===== src/rtl/sat_add_serial_if.sv =====
// Handshake/operand bundle for the bit-serial saturating adder.
// Carries clr_ovf/ovf_sticky only when SAT_ADD_STICKY_OVF_EN is defined.
interface sat_add_serial_if #(
  parameter int unsigned WIDTH = 8
);

  logic             start;
  logic [WIDTH-1:0] A;
  logic [WIDTH-1:0] B;
  logic             cin;
  logic [WIDTH-1:0] S;
  logic             cout;
  logic             busy;
  logic             done;
`ifdef SAT_ADD_STICKY_OVF_EN
  logic             clr_ovf;
  logic             ovf_sticky;

  modport master (
    output start, A, B, cin, clr_ovf,
    input  S, cout, busy, done, ovf_sticky
  );

  modport slave (
    input  start, A, B, cin, clr_ovf,
    output S, cout, busy, done, ovf_sticky
  );
`else
  modport master (
    output start, A, B, cin,
    input  S, cout, busy, done
  );

  modport slave (
    input  start, A, B, cin,
    output S, cout, busy, done
  );
`endif

endinterface


===== src/rtl/sat_add_serial.sv =====
// Bit-serial saturating adder: S = A + B + cin (LSB first, one bit per clock), clamped to all-ones on carry-out.
// Optional feature macro SAT_ADD_STICKY_OVF_EN adds clr_ovf / ovf_sticky.
module sat_add_serial #(
  parameter int unsigned WIDTH = 8
) (
  input  logic            clk,
  input  logic            reset,
  sat_add_serial_if.slave bus
);

  localparam int unsigned CNT_W = $clog2(WIDTH);
  localparam logic [CNT_W-1:0] LAST_CNT = CNT_W'(WIDTH - 1);

  typedef enum logic [1:0] {
    IDLE  = 2'd0,
    SHIFT = 2'd1,
    DONE  = 2'd2
  } state_t;

  state_t           state;
  logic [WIDTH-1:0] a_sr;
  logic [WIDTH-1:0] b_sr;
  logic             carry;
  logic [CNT_W-1:0] cnt;
  logic [WIDTH-1:0] s_q;
  logic             cout_q;
  logic             busy_q;
  logic             done_q;

  logic             sum_bit_c;
  logic             carry_nxt_c;
  logic [WIDTH-1:0] sum_nxt_c;
  logic             last_step_c;

  // One full-adder slice. Sum bits enter the MSB of the A register as A drains out of its LSB,
  // so after WIDTH steps that register holds the raw sum.
  always_comb begin
    sum_bit_c   = a_sr[0] ^ b_sr[0] ^ carry;
    carry_nxt_c = (a_sr[0] & b_sr[0]) | (a_sr[0] & carry) | (b_sr[0] & carry);
    sum_nxt_c   = {sum_bit_c, a_sr[WIDTH-1:1]};
    last_step_c = (state == SHIFT) && (cnt == LAST_CNT);
  end

  always_ff @(posedge clk or posedge reset) begin
    if (reset) begin
      state  <= IDLE;
      a_sr   <= '0;
      b_sr   <= '0;
      carry  <= 1'b0;
      cnt    <= '0;
      s_q    <= '0;
      cout_q <= 1'b0;
      busy_q <= 1'b0;
      done_q <= 1'b0;
    end else begin
      done_q <= 1'b0;
      unique case (state)
        IDLE: begin
          if (bus.start) begin
            a_sr   <= bus.A;
            b_sr   <= bus.B;
            carry  <= bus.cin;
            cnt    <= '0;
            busy_q <= 1'b1;
            state  <= SHIFT;
          end
        end
        SHIFT: begin
          a_sr  <= sum_nxt_c;
          b_sr  <= {1'b0, b_sr[WIDTH-1:1]};
          carry <= carry_nxt_c;
          cnt   <= cnt + CNT_W'(1);
          // Final bit: publish the (possibly clamped) result on the same edge.
          if (last_step_c) begin
            s_q    <= carry_nxt_c ? {WIDTH{1'b1}} : sum_nxt_c;
            cout_q <= carry_nxt_c;
            done_q <= 1'b1;
            state  <= DONE;
          end
        end
        DONE: begin
          busy_q <= 1'b0;
          state  <= IDLE;
        end
        default: begin
          busy_q <= 1'b0;
          state  <= IDLE;
        end
      endcase
    end
  end

  assign bus.S    = s_q;
  assign bus.cout = cout_q;
  assign bus.busy = busy_q;
  assign bus.done = done_q;

`ifdef SAT_ADD_STICKY_OVF_EN
  logic ovf_q;

  // A saturating completion beats a coincident clear.
  always_ff @(posedge clk or posedge reset) begin
    if (reset) begin
      ovf_q <= 1'b0;
    end else if (last_step_c && carry_nxt_c) begin
      ovf_q <= 1'b1;
    end else if (bus.clr_ovf) begin
      ovf_q <= 1'b0;
    end
  end

  assign bus.ovf_sticky = ovf_q;
`endif

  a_done_busy: assert property (@(posedge clk) disable iff (reset) done_q |-> busy_q);
  a_done_pulse: assert property (@(posedge clk) disable iff (reset) done_q |=> !done_q);

endmodule

===== src/flat_wrapper.sv =====
// flat-port wrapper written by rule: the top's interface ports become plain ports
module sat_add_serial_flat 
#(
  parameter int unsigned WIDTH = 8
)
  (clk, reset, bus_start, bus_A, bus_B, bus_cin, bus_S, bus_cout, bus_busy, bus_done);
  sat_add_serial_if #(.WIDTH(WIDTH)) bus_i ();
  input  logic clk;
  input  logic reset;
  input wire logic [$bits(bus_i.start)-1:0] bus_start;
  input wire logic [$bits(bus_i.A)-1:0] bus_A;
  input wire logic [$bits(bus_i.B)-1:0] bus_B;
  input wire logic [$bits(bus_i.cin)-1:0] bus_cin;
  output wire logic [$bits(bus_i.S)-1:0] bus_S;
  output wire logic [$bits(bus_i.cout)-1:0] bus_cout;
  output wire logic [$bits(bus_i.busy)-1:0] bus_busy;
  output wire logic [$bits(bus_i.done)-1:0] bus_done;
  assign bus_i.start = bus_start;
  assign bus_i.A = bus_A;
  assign bus_i.B = bus_B;
  assign bus_i.cin = bus_cin;
  assign bus_S = bus_i.S;
  assign bus_cout = bus_i.cout;
  assign bus_busy = bus_i.busy;
  assign bus_done = bus_i.done;
  sat_add_serial #(.WIDTH(WIDTH)) u_core (.clk(clk), .reset(reset), .bus(bus_i));
endmodule

===== config.mk =====
export PLATFORM = sky130hd
export DESIGN_NAME = sat_add_serial_flat
export DESIGN_NICKNAME = d
export VERILOG_FILES = /design/src/rtl/sat_add_serial_if.sv /design/src/rtl/sat_add_serial.sv /design/src/flat_wrapper.sv
export SDC_FILE = /design/constraint.sdc
export NUM_CORES = 1
export LEC_CHECK = 0
export ABC_AREA = 1
export BUFFER_PORTS_ARGS = -buffer_cell sky130_fd_sc_hd__buf_2
export CAP_MARGIN = 20
export CORE_UTILIZATION = 33
export CTS_BUF_LIST = sky130_fd_sc_hd__clkbuf_8
export DETAILED_ROUTE_END_ITERATION = 7
export GPL_TIMING_DRIVEN = 0
export RECOVER_POWER = 50
export SLEW_MARGIN = 20
export SYNTH_ARGS = -nofsm -noshare
export SYNTH_HDL_FRONTEND = slang
export SYNTH_SLANG_ARGS = --single-unit
export TNS_END_PERCENT = 30

===== constraint.sdc =====
create_clock -name clk -period 2.3 [get_ports clk]
set_input_delay 0.46 -clock clk [delete_from_list [all_inputs] [get_ports clk]]
set_output_delay 0.46 -clock clk [all_outputs]
set_load 0.02 [all_outputs]

-- Yosys cells after proc, flatten, opt, wreduce, memory -nomap -nowiden
Index checks and enable logic that the tools add are counted.
- output and inout port bits: 11
- register bits: 33
- input port bits: 20
- word-level logic and storage cells: 45
- eq/ne operators: 4
- bitwise gates (word level): 8
- reduce and logical (&&, ||, !) cells: 7
- muxes and demuxes: 16
- add/subtract/negate cells: 1
- operators by type and width (operator ; count):
    one-hot mux 8 bit (2 select lines) ; 2
    two-way mux 8 bit ; 3
    AND reduction 2 bit ; 4
    one-hot mux 3 bit (2 select lines) ; 1
    two-way mux 1 bit ; 4
    two-way mux 2 bit ; 2
    one-hot mux 1 bit (2 select lines) ; 2
    one-hot mux 2 bit (2 select lines) ; 1
    adder 3 x 1 -> 3 bit, second input constant ; 1
    bitwise AND 1 bit ; 3
    == test 3 bit, second input constant ; 1
    two-way mux 3 bit ; 1
    == test 2 x 1 -> 1 bit, second input constant ; 1
    logical NOT 2 bit ; 1
    != test 2 x 1 -> 1 bit, second input constant ; 1
    != test 2 bit, second input constant ; 1
    bitwise OR 1 bit ; 2
    nonzero test 2 bit ; 1
    XOR 1 bit ; 2
    logical AND 1 bit ; 1
    inverter 1 bit ; 1

-- Depth between registers and ports, before layout
Gate-level depths: netlist (run 1).
- word-level depth: 4
- mapped depth: 7
- gate-level depth less buffers: 6

-- Least setup slack after synthesis (run 1)
No wires, ideal clock.
- kind: reg-to-reg
- from: register u_core.carry
- to: register u_core.s_q[7] (netlist: u_core.bus.S[7])
- stages on the path, launching flop included: 4
- clock period less this slack: 1.226 ns
- buffers on the path: 0
- arrival: 1.103 ns
- slack: 1.074 ns
- library setup time: 0.123 ns
- required time: 2.177 ns
- path through: dfrtp_1 > fa_1 > o21ai_0 > nand2_1
- cells in the longest elaborated chain, start to end: 4
- elaborated cells between the ends (all ways): 6
- classes of those cells: mux (1); bitwise (5)
- ends and longest elaborated chain (element ; RTL line ; RTL):
    start: declaration ; sat_add_serial.sv:23 ; logic carry;
    start signal: assignment ; sat_add_serial.sv:62 ; carry <= bus.cin;
    start signal: assignment ; sat_add_serial.sv:71 ; carry <= carry_nxt_c;
    bitwise AND 1 bit ; sat_add_serial.sv:39 ; carry_nxt_c = (a_sr[0] & b_sr[0]) | (a_sr[0] & carry) | (b_sr[0] & carry);
    bitwise OR 1 bit ; sat_add_serial.sv:39 ;
    bitwise OR 1 bit * ; sat_add_serial.sv:39 ;
    net u_core.carry_nxt_c ; sat_add_serial.sv:31 ; logic carry_nxt_c;
    two-way mux 8 bit * ; sat_add_serial.sv:75 ; s_q <= carry_nxt_c ? {WIDTH{1'b1}} : sum_nxt_c;
    end signal: assignment ; sat_add_serial.sv:75 ;
    end: declaration ; sat_add_serial.sv:25 ; logic [WIDTH-1:0] s_q;
Mark *: on every way through the listed nets, which the timed path passes. The rest lies on a longest branch.
A chain may end at the register's enable or synchronous reset.

-- Worst setup path after layout (run 1)
- from: register u_core.cnt[0]
- to: register u_core.s_q[5] (netlist: u_core.bus.S[5])
- cells in the longest elaborated chain, start to end: 3
- ends and longest elaborated chain (element ; RTL line ; RTL):
    start: declaration ; sat_add_serial.sv:24 ; logic [CNT_W-1:0] cnt;
    start signal: assignment ; sat_add_serial.sv:72 ; cnt <= cnt + CNT_W'(1);
    == test 3 bit ; sat_add_serial.sv:41 ; last_step_c = (state == SHIFT) && (cnt == LAST_CNT);
    logical AND 1 bit ; sat_add_serial.sv:41 ;
    AND reduction 2 bit (no line) ; -- ;
No other way between the ends.

==> impl_metrics.toml, run 1 <==
[outcome]
status = "finished, final reports clean"

[job]
drv_cap = 0

[die]
pin_count = 31
initial_utilization_pct = 35.50
fp-row-count = 24
coreArea_um2 = 4504
die_h_um = 71.61
dieArea_um2 = 5128
chipWidth_um = 71.61

[global_routing]
grt_pass1_wl_mm = 6.486
grt_max_degree = 34
antenna_found_initial = 0
grt_pass1_vias = 1393
overflow = 0
grt_usage_pct = 16.83

[logic_synthesis]
synth_nets = 220
ys_types = 17
ys_ff_latch = 33
synth_most_common_cell = "nand2_1"
synth_cells = 197
synth_top_area_share_pct = 51.64
synth_async_sr_flop_share_pct = 100.0
ys.flop_type = "dfrtp_1"
synth_edf_count = 0
synth_common_cells = "nand2_1 (81), dfrtp_1 (33), nand3_1 (32), inv_1 (11), nor2_1 (11)"
yosysTopAreaCell = "dfrtp_1"
synthesis.area_um2 = 1599
yosys-top-cells-area = "dfrtp_1 (52%), nand2_1 (19%), nand3_1 (10%)"
synth.avg_cell_area_um2 = 8.117
ys_warn_count = 0
ys_seq_area_share_pct = 51.64

[hold_path]
hold_path.class = "in -> reg"

[drt]
num_vias = 1363
initialDrtViolationCount = 87
drt_first_pass_iters = 4
ant_nets = 0
drt_wl_total_mm = 3.646
avgRoutedWirePerCell_um = 12.75
drc = 0
vias_per_cell = 4.766

[finish]
area_delta_synth_final_pct = 18.08
layout-drive-gt1-share_pct = 20.94
fin_util_pct = 41.92
n_antenna_cell = 0
stdcell_area_um2 = 1888
nets = 256

[cts]
cts_hold_buf = 0
path_clk_slew_ns = 0.07
post_cts.repair.setup_buffers = 0
ctsHtreeMaxLevel = 2
worstSkewPairLatency_ns = 0.29
clockBufferDepth = 2
cts_resized = 0
cts_sinks = 33
numCtsBuffers = 5
tritoncts = "built"
cts_root_buffer = "clkbuf_8"

[sta]
finClkSkew_ns = 0.01048
timing.fmax_mhz = 625.7
min_period_over_period_pct = 69.49
finalMaxSlewViolations = 0
setup_viol = 0
hold_viol_final = 0
period_minus_slack_ns = 1.598
tightest_slew_ns = 1.251
max-slew-margin-rel_pct = 16.51
rsz0062_at_grt = "no"
setup_tns_ns = 0
holdWs_ns = 0.4117

[power_and_ir_drop]
swShare_pct = 42.36
p_sw_mw = 1.142
p_per_area_nw_per_um2 = 1429
combPwrFrac_pct = 43.8
clkPwrFrac_pct = 18.1
p_leak_nw = 1.069
peakVddDrop_mv = 0.5105
p_seq_share_pct = 38.0
intPower_mw = 1.555

[placement]
io_buffers = 29
hpwl_mm = 2.475
dpl-instance-area_um2 = 1809
gp_congestion = 0.7860

[setup_path]
cp-end-kind = "flip-flop"
cp_max_fo = 9
crit_required_ns = 2.53
arrival_ns = 1.82
critPathLaunchType = "flip-flop"
criticalPathCategory = "reg -> reg"
kinds of logic (layout without fill, tap and decap cells):
| family | Yosys count | after routing | share of synthesized area (%) |
|---|---|---|---|
| AO/OA/AOI/OAI | 11 | 11 | 3.677 |
| adder cells (fa/ha/maj) | 3 | 3 | 2.817 |
| buffers and inverters | 20 | 57 | 6.651 |
| flip-flops | 33 | 33 | 51.64 |
| AND/OR/NAND/NOR | 130 | 130 | 35.21 |
final cells by class:
cell class	count	area (um^2)
sequential	33	825.8
clock inverter	1	5.005
buffer	8	53.80
timing repair buffer	29	145.1
multi-input combinational	144	651.9
inverter	12	45.04
fill	506	2616
clock buffer	7	96.34
tap	52	65.06
power by group through the flow:
stage,combinational [mW],sequential [mW],clock (mW)
2_1_floorplan,0.810,1.11,0
3_3_place_gp,1.21,1.03,0
3_5_place_dp,1.23,1.04,0
4_1_cts,1.23,1.03,0.496
5_1_grt,1.38,1.06,0.523
6_report,1.18,1.03,0.489
worst max-delay path, stage by stage, from the launching register on:
cell	delay, ns
dfrtp_1	0.39
ha_1	0.16
ha_1	0.19
inv_1	0.07
nor2_1	0.43
o21ai_0	0.20
nand2_1	0.09
state kept, by name, summed over array words and instances, names as in the netlist:
signal	flops
u_core.bus.cout	1
u_core.bus.busy	1
u_core.cnt	3
u_core.carry	1
u_core.b_sr	8
u_core.bus.S	8
u_core.state	2
u_core.a_sr	8
u_core.bus.done	1
placed cells by master, fill, tap and decap left out:
cell type,n
a21oi_2,1
buf_2,33
buf_4,1
buf_6,2
clkbuf_1,1
clkbuf_8,7
clkinv_2,1
dfrtp_1,33
fa_1,1
ha_1,2
inv_1,12
nand2_1,82
nand2_2,2
nand2_4,1
nand3_1,32
nor2_1,12
nor2_4,1
o21ai_0,9
o21ai_1,1
layer usage:
| metal | global-route usage [%] | up-vias | part of all wire (%) |
|---|---|---|---|
| met4 | 8.061 | 0 | 2.5 |
| met2 | 26.00 | 28 | 45 |
| met5 | 0 | - | 0 |
| li1 | - | 693 | - |
| met3 | 3.376 | 9 | 3.1 |
| met1 | 22.70 | 633 | 50 |
through the flow:
| step | std cells | setup slack [ns] | power, mW |
|---|---|---|---|
| after CTS | 286 | 0.9401 | 2.761 |
| after detailed placement | 278 | 0.9528 | 2.267 |
| final | 286 | 0.7018 | 2.697 |
| after floorplan | 197 | 1.074 | 1.920 |
| after global placement | 278 | 0.6243 | 2.240 |
| after global routing | 286 | 0.5467 | 2.965 |
worst paths after layout:
| kind | end | slack [ns] | from | cells after the start |
|---|---|---|---|---|
| hold / removal | u_core.b_sr[7] | 0.41 | bus_B[7] | 3 |
| min in group asynchronous | u_core.a_sr[5] | 0.50 | reset | 2 |
| setup / recovery | u_core.bus.S[5] | 0.70 | u_core.cnt[0] | 6 |
| hold reg to reg | u_core.bus.S[3] | 0.47 | u_core.bus.S[3] | 2 |
| setup reg to reg | u_core.bus.S[5] | 0.70 | u_core.cnt[0] | 6 |
| max in group asynchronous | u_core.bus.cout | 1.04 | reset | 2 |
Power figures use the tool's default switching activity.
==> inputs of run 2 (changes only) <==
==> constraint.sdc (replaced) <==
create_clock -name clk -period 1.5 [get_ports clk]
set_input_delay 0.3 -clock clk [delete_from_list [all_inputs] [get_ports clk]]
set_output_delay 0.3 -clock clk [all_outputs]
set_load 0.02 [all_outputs]
==> run 2 against run 1 <==
Against the previous run: largest power group unchanged; final area increased by 0.86%; total power increased by 55%; first-iteration DRC count unchanged; worst setup slack got worse by 0.58 ns; global-route usage unchanged; final cell count unchanged; via count increased by 0.81%; clock skew about the same; hold slack got worse by 0.16 ns; core utilization increased by 0.36 points; sequential share of layout area decreased by 0.37 points; critical path type unchanged; fmax increased by 16%.
==> impl_metrics.toml, run 2 (same netlist as run 1, synthesis figures left out) <==
[die]
dieArea_um2 = 5128
coreArea_um2 = 4504
die_h_um = 71.61
initial_utilization_pct = 35.50
chipWidth_um = 71.61
pin_count = 31
fp-row-count = 24

[finish]
final_common_cell = "nand2_1"
seqCellArea_um2 = 825.8
multi_input_area_um2 = 666.9
mostFrequentLayoutCells = "nand2_1 (81), dfrtp_1 (33), nand3_1 (32)"
area_delta_synth_final_pct = 19.09
n_antenna_cell = 0
nets = 256
n_fill_cell = 503
fin_util_pct = 42.28
layout-drive-gt1-share_pct = 20.51

[setup_path]
critPathLaunchType = "flip-flop"
cpLargestDelayFamily = "adder cells"
r2r_slack_ns = 0.12
reg2regPathDepth = 3
cp-end-kind = "flip-flop"
crit_required_ns = 1.67
criticalPathCategory = "reg -> reg"
critPathBufInv = 0
r2r_start = "u_core.carry"
cp_max_fo = 9
critPathSlowestCell = "fa_1"
cp.depth = 3
critical_path.startpoint = "u_core.carry"
arrival_ns = 1.55
cpPeakStageDelay_ns = 0.57
cp_cell_sequence = "fa_1 -> o21ai_0 -> nand2_1"

[sta]
min_period_over_period_pct = 91.92
max-slew-margin-rel_pct = 16.42
period_minus_slack_ns = 1.379
tightest_slew_ns = 1.252
setup_tns_ns = 0
finalMaxSlewViolations = 0
hold_viol_final = 0
finClkSkew_ns = 0.01002
timing.fmax_mhz = 725.3
rsz0062_at_grt = "no"
setup_viol = 0

[cts]
worstSkewPairLatency_ns = 0.29
ctsHtreeMaxLevel = 2
tritoncts = "built"
cts_root_buffer = "clkbuf_8"
clockBufferDepth = 2
numCtsBuffers = 5
post_cts.repair.setup_buffers = 0
cts_sinks = 33
cts_resized = 0
cts_hold_buf = 0
path_clk_slew_ns = 0.07

[drt]
num_vias = 1374
drt_wl_total_mm = 3.631
ant_nets = 0
drt_first_pass_iters = 4
initialDrtViolationCount = 87
drc = 0
avgRoutedWirePerCell_um = 12.70
vias_per_cell = 4.804

[power_and_ir_drop]
peakVddDrop_mv = 0.7781
p_leak_nw = 1.058
power.total_mw = 4.173
p_per_area_nw_per_um2 = 2192

[hold_path]
min_path_cells = 3
hold_path.class = "in -> reg"
min_from = "bus_B[7]"

[global_routing]
grt_max_degree = 34
grt_pass1_wl_mm = 6.486
antenna_found_initial = 0
overflow = 0
grt_pass1_vias = 1393
grt_usage_pct = 16.83

[placement]
hpwl_mm = 2.475
io_buffers = 29
gp_congestion = 0.7860

[job]
drv_cap = 0

[outcome]
status = "finished, final reports clean"
run 2: layout make-up:
class                           instances  area share (%)
Sequential cell                        33           43.36
Timing Repair Buffer                   29           7.293
Tap cell                               52           3.417
Inverter                               12           2.365
Clock inverter                          1          0.2628
Clock buffer                            7           5.059
Multi-Input combinational cell        144           35.02
Buffer                                  8           3.219
run 2: worst min-delay path, stage by stage:
cell and delay, ns:
buf_2 0.08, nand3_1 0.07, nand2_1 0.06
run 2: stage by stage:
stage,area (um^2),instances,setup slack (ns),hold slack [ns]
floorplan,1599,197,0.2744,0.4289
global placement,1809,278,-0.01568,0.4573
detailed placement,1809,278,0.1528,0.4552
CTS,1911,286,0.1401,0.1427
global route,1904,286,0.03451,0.2656
finish,1904,286,0.1212,0.2530
run 2: power breakdown:
| part | switching (mW) | total, mW | internal (mW) |
|---|---|---|---|
| registers | 0.276 | 1.58 | 1.30 |
| logic | 1.16 | 1.84 | 0.684 |
| clock network | 0.333 | 0.748 | 0.415 |
| total | 1.77 | 4.17 | 2.40 |
run 2: worst paths after layout:
| kind | endpoint |
|---|---|
| max | u_core.bus.S[5] |
| min | u_core.b_sr[7] |
| max reg2reg | u_core.bus.S[5] |
| min reg2reg | u_core.bus.S[3] |
| max in group asynchronous | u_core.bus.cout |
| min in group asynchronous | u_core.a_sr[5] |
run 2: metal layers:
metal / wire (um) / share of wire (%) / vias to the layer above / global-route usage, %
met4: 85 / 2.3 / 0 / 8.061
met1: 1781 / 49 / 635 / 22.70
met3: 130 / 3.6 / 9 / 3.376
met5: 0 / 0 / - / 0
li1: - / - / 694 / -
met2: 1635 / 45 / 36 / 26.00
==> inputs of run 3 (changes only) <==
--- a/config.mk
+++ b/config.mk
@@ -8,10 +8,13 @@
 export ABC_AREA = 1
 export BUFFER_PORTS_ARGS = -buffer_cell sky130_fd_sc_hd__buf_2
 export CAP_MARGIN = 20
+export CELL_PAD_IN_SITES_DETAIL_PLACEMENT = 1
+export CELL_PAD_IN_SITES_GLOBAL_PLACEMENT = 1
 export CORE_UTILIZATION = 33
 export CTS_BUF_LIST = sky130_fd_sc_hd__clkbuf_8
 export DETAILED_ROUTE_END_ITERATION = 7
 export GPL_TIMING_DRIVEN = 0
+export PLACE_DENSITY_LB_ADDON = 0.1
 export RECOVER_POWER = 50
 export SLEW_MARGIN = 20
 export SYNTH_ARGS = -nofsm -noshare
==> run 3 against run 2 <==
Against the previous run: sequential share of layout area is 0.37 points higher; non-clock buffer count is the same; via count rose by 1.9%; critical path type unchanged; largest cell class unchanged; total power down 0.39%; clock power is 14% lower; final cell count did not move; hold slack got worse by 0.0033 ns; highest routed layer unchanged; critical endpoint is now u_core.a_sr[7]; sequential power about the same; core utilization fell by 0.36 points; largest power group unchanged.
==> impl_metrics.toml, run 3 (same netlist as run 1, synthesis figures left out) <==
[outcome]
status = "finished, final reports clean"

[setup_path]
arrival_ns = 1.58
cp_cell_sequence = "fa_2 -> nand3_1 -> nand2_1 -> nand2_1 -> nand2_1"
crit_top_cell = "nand2_1"
cpLargestDelayFamily = "adder cells"
cpPeakStageDelay_ns = 0.60
critPathBufInv = 0
critPathSlowestCell = "fa_2"
cp-end-kind = "flip-flop"
crit_required_ns = 1.73
critPathLaunchType = "flip-flop"
cp_max_fo = 2
criticalPathCategory = "reg -> reg"

[finish]
fin_util_pct = 41.92
mostFrequentLayoutCells = "nand2_1 (81), dfrtp_1 (33), nand3_1 (32)"
nets = 256
n_antenna_cell = 0
area_delta_synth_final_pct = 18.08
final_common_cell = "nand2_1"
layout-drive-gt1-share_pct = 20.51
n_fill_cell = 578

[drt]
initialDrtViolationCount = 92
ant_nets = 0
drt_first_pass_iters = 4
drc = 0
drt_wl_total_mm = 4.164
vias_per_cell = 4.895
avgRoutedWirePerCell_um = 14.56
num_vias = 1400

[global_routing]
use_met1_pct = 24.30
grt_use_met3_pct = 4.923
met2_usage_pct = 29.25
grt_pass1_vias = 1490
antenna_found_initial = 0
grt_pass1_wl_mm = 7.120
grt_usage_pct = 18.23
busiest_layer = "met2"
grt_max_degree = 34
overflow = 0

[cts]
post_cts.repair.setup_buffers = 0
cts_sinks = 33
cts_hold_buf = 0
clockBufferDepth = 2
path_clk_slew_ns = 0.07
tritoncts = "built"
cts_resized = 0
numCtsBuffers = 5
cts_root_buffer = "clkbuf_8"
ctsHtreeMaxLevel = 2
worstSkewPairLatency_ns = 0.29

[sta]
rsz0062_at_grt = "no"
finClkSkew_ns = 0.007461
period_minus_slack_ns = 1.351
setup_viol = 0
max-slew-margin-rel_pct = 13.50
min_period_over_period_pct = 90.09
tightest_slew_ns = 1.296
hold_viol_final = 0
timing.fmax_mhz = 740.0
finalMaxSlewViolations = 0
worst_slack_ns = 0.1486

[die]
die_h_um = 71.61
chipWidth_um = 71.61
fp-row-count = 24
dieArea_um2 = 5128
initial_utilization_pct = 35.50
coreArea_um2 = 4504
pin_count = 31

[power_and_ir_drop]
p_per_area_nw_per_um2 = 2202
power.total_mw = 4.157
swShare_pct = 44.28
intPower_mw = 2.316
peakVddDrop_mv = 0.9958
p_sw_mw = 1.841
p_seq_share_pct = 38.5
combPwrFrac_pct = 46.0
clkPwrFrac_pct = 15.6
p_leak_nw = 1.054

[placement]
pre_cts_slack_ns = 0.1072
gp_congestion = 0.7973
hpwl_mm = 2.960
io_buffers = 29

[hold_path]
hold_path.class = "in -> reg"

[job]
drv_cap = 0
run 3: cell count changes in the layout (fill, tap and decap cells not counted), sizes merged:
cell | previous run | this run
clkbuf | 12 | 10
clkinv | 1 | 2
inv | 12 | 13
run 3: path summary, 6_finish.rpt:
check                                startpoint               to  slack (ns)  cells past startpoint
max in group asynchronous                 reset    u_core.cnt[0]        0.36                      2
worst max-delay path               u_core.carry   u_core.a_sr[7]        0.15                      5
worst max register to register     u_core.carry   u_core.a_sr[7]        0.15                      5
worst min-delay path                   bus_B[7]   u_core.b_sr[7]        0.25                      3
worst min register to register  u_core.bus.busy  u_core.bus.busy        0.48                      2
min in group asynchronous                 reset     u_core.carry        0.36                      2
run 3: tightest hold or removal path, stage by stage:
cell     delay, ns
buf_2         0.07
nand3_1       0.07
nand2_1       0.06
run 3: power groups by stage:
stage / clock, mW / sequential (mW) / combinational [mW]
floorplan: 0 / 1.70 / 1.24
global placement: 0 / 1.58 / 1.87
detailed placement: 0 / 1.61 / 1.95
CTS: 0.667 / 1.60 / 1.96
global route: 0.702 / 1.65 / 2.20
finish: 0.647 / 1.60 / 1.91
run 3: layout make-up:
cell class,instances,area [um^2],area share [%]
Tap cell,52,65.06,3.446
Sequential cell,33,825.8,43.74
Clock buffer,5,68.82,3.645
Inverter,12,45.04,2.386
Buffer,8,61.31,3.247
Timing Repair Buffer,29,138.9,7.356
Clock inverter,3,13.76,0.7290
Multi-Input combinational cell,144,669.4,35.45
run 3: per-layer routing:
layer  up-vias  routed length, um  share of wire (%)
met4         0                 19               0.46
met2        22               2023                 49
met3         2                151                3.6
met5         -                  0                  0
li1        692                  -                  -
met1       684               1968                 47
run 3: through the flow:
| step | cells | hold slack (ns) | cell area, um^2 | TNS (ns) |
|---|---|---|---|---|
| after global placement | 278 | 0.4579 | 1809 | -0.7967 |
| after CTS | 286 | 0.1539 | 1892 | 0 |
| final | 286 | 0.2497 | 1888 | 0 |
| after detailed placement | 278 | 0.4677 | 1809 | 0 |
| after global routing | 286 | 0.2533 | 1888 | 0 |
| after floorplan | 197 | 0.4289 | 1599 | 0 |
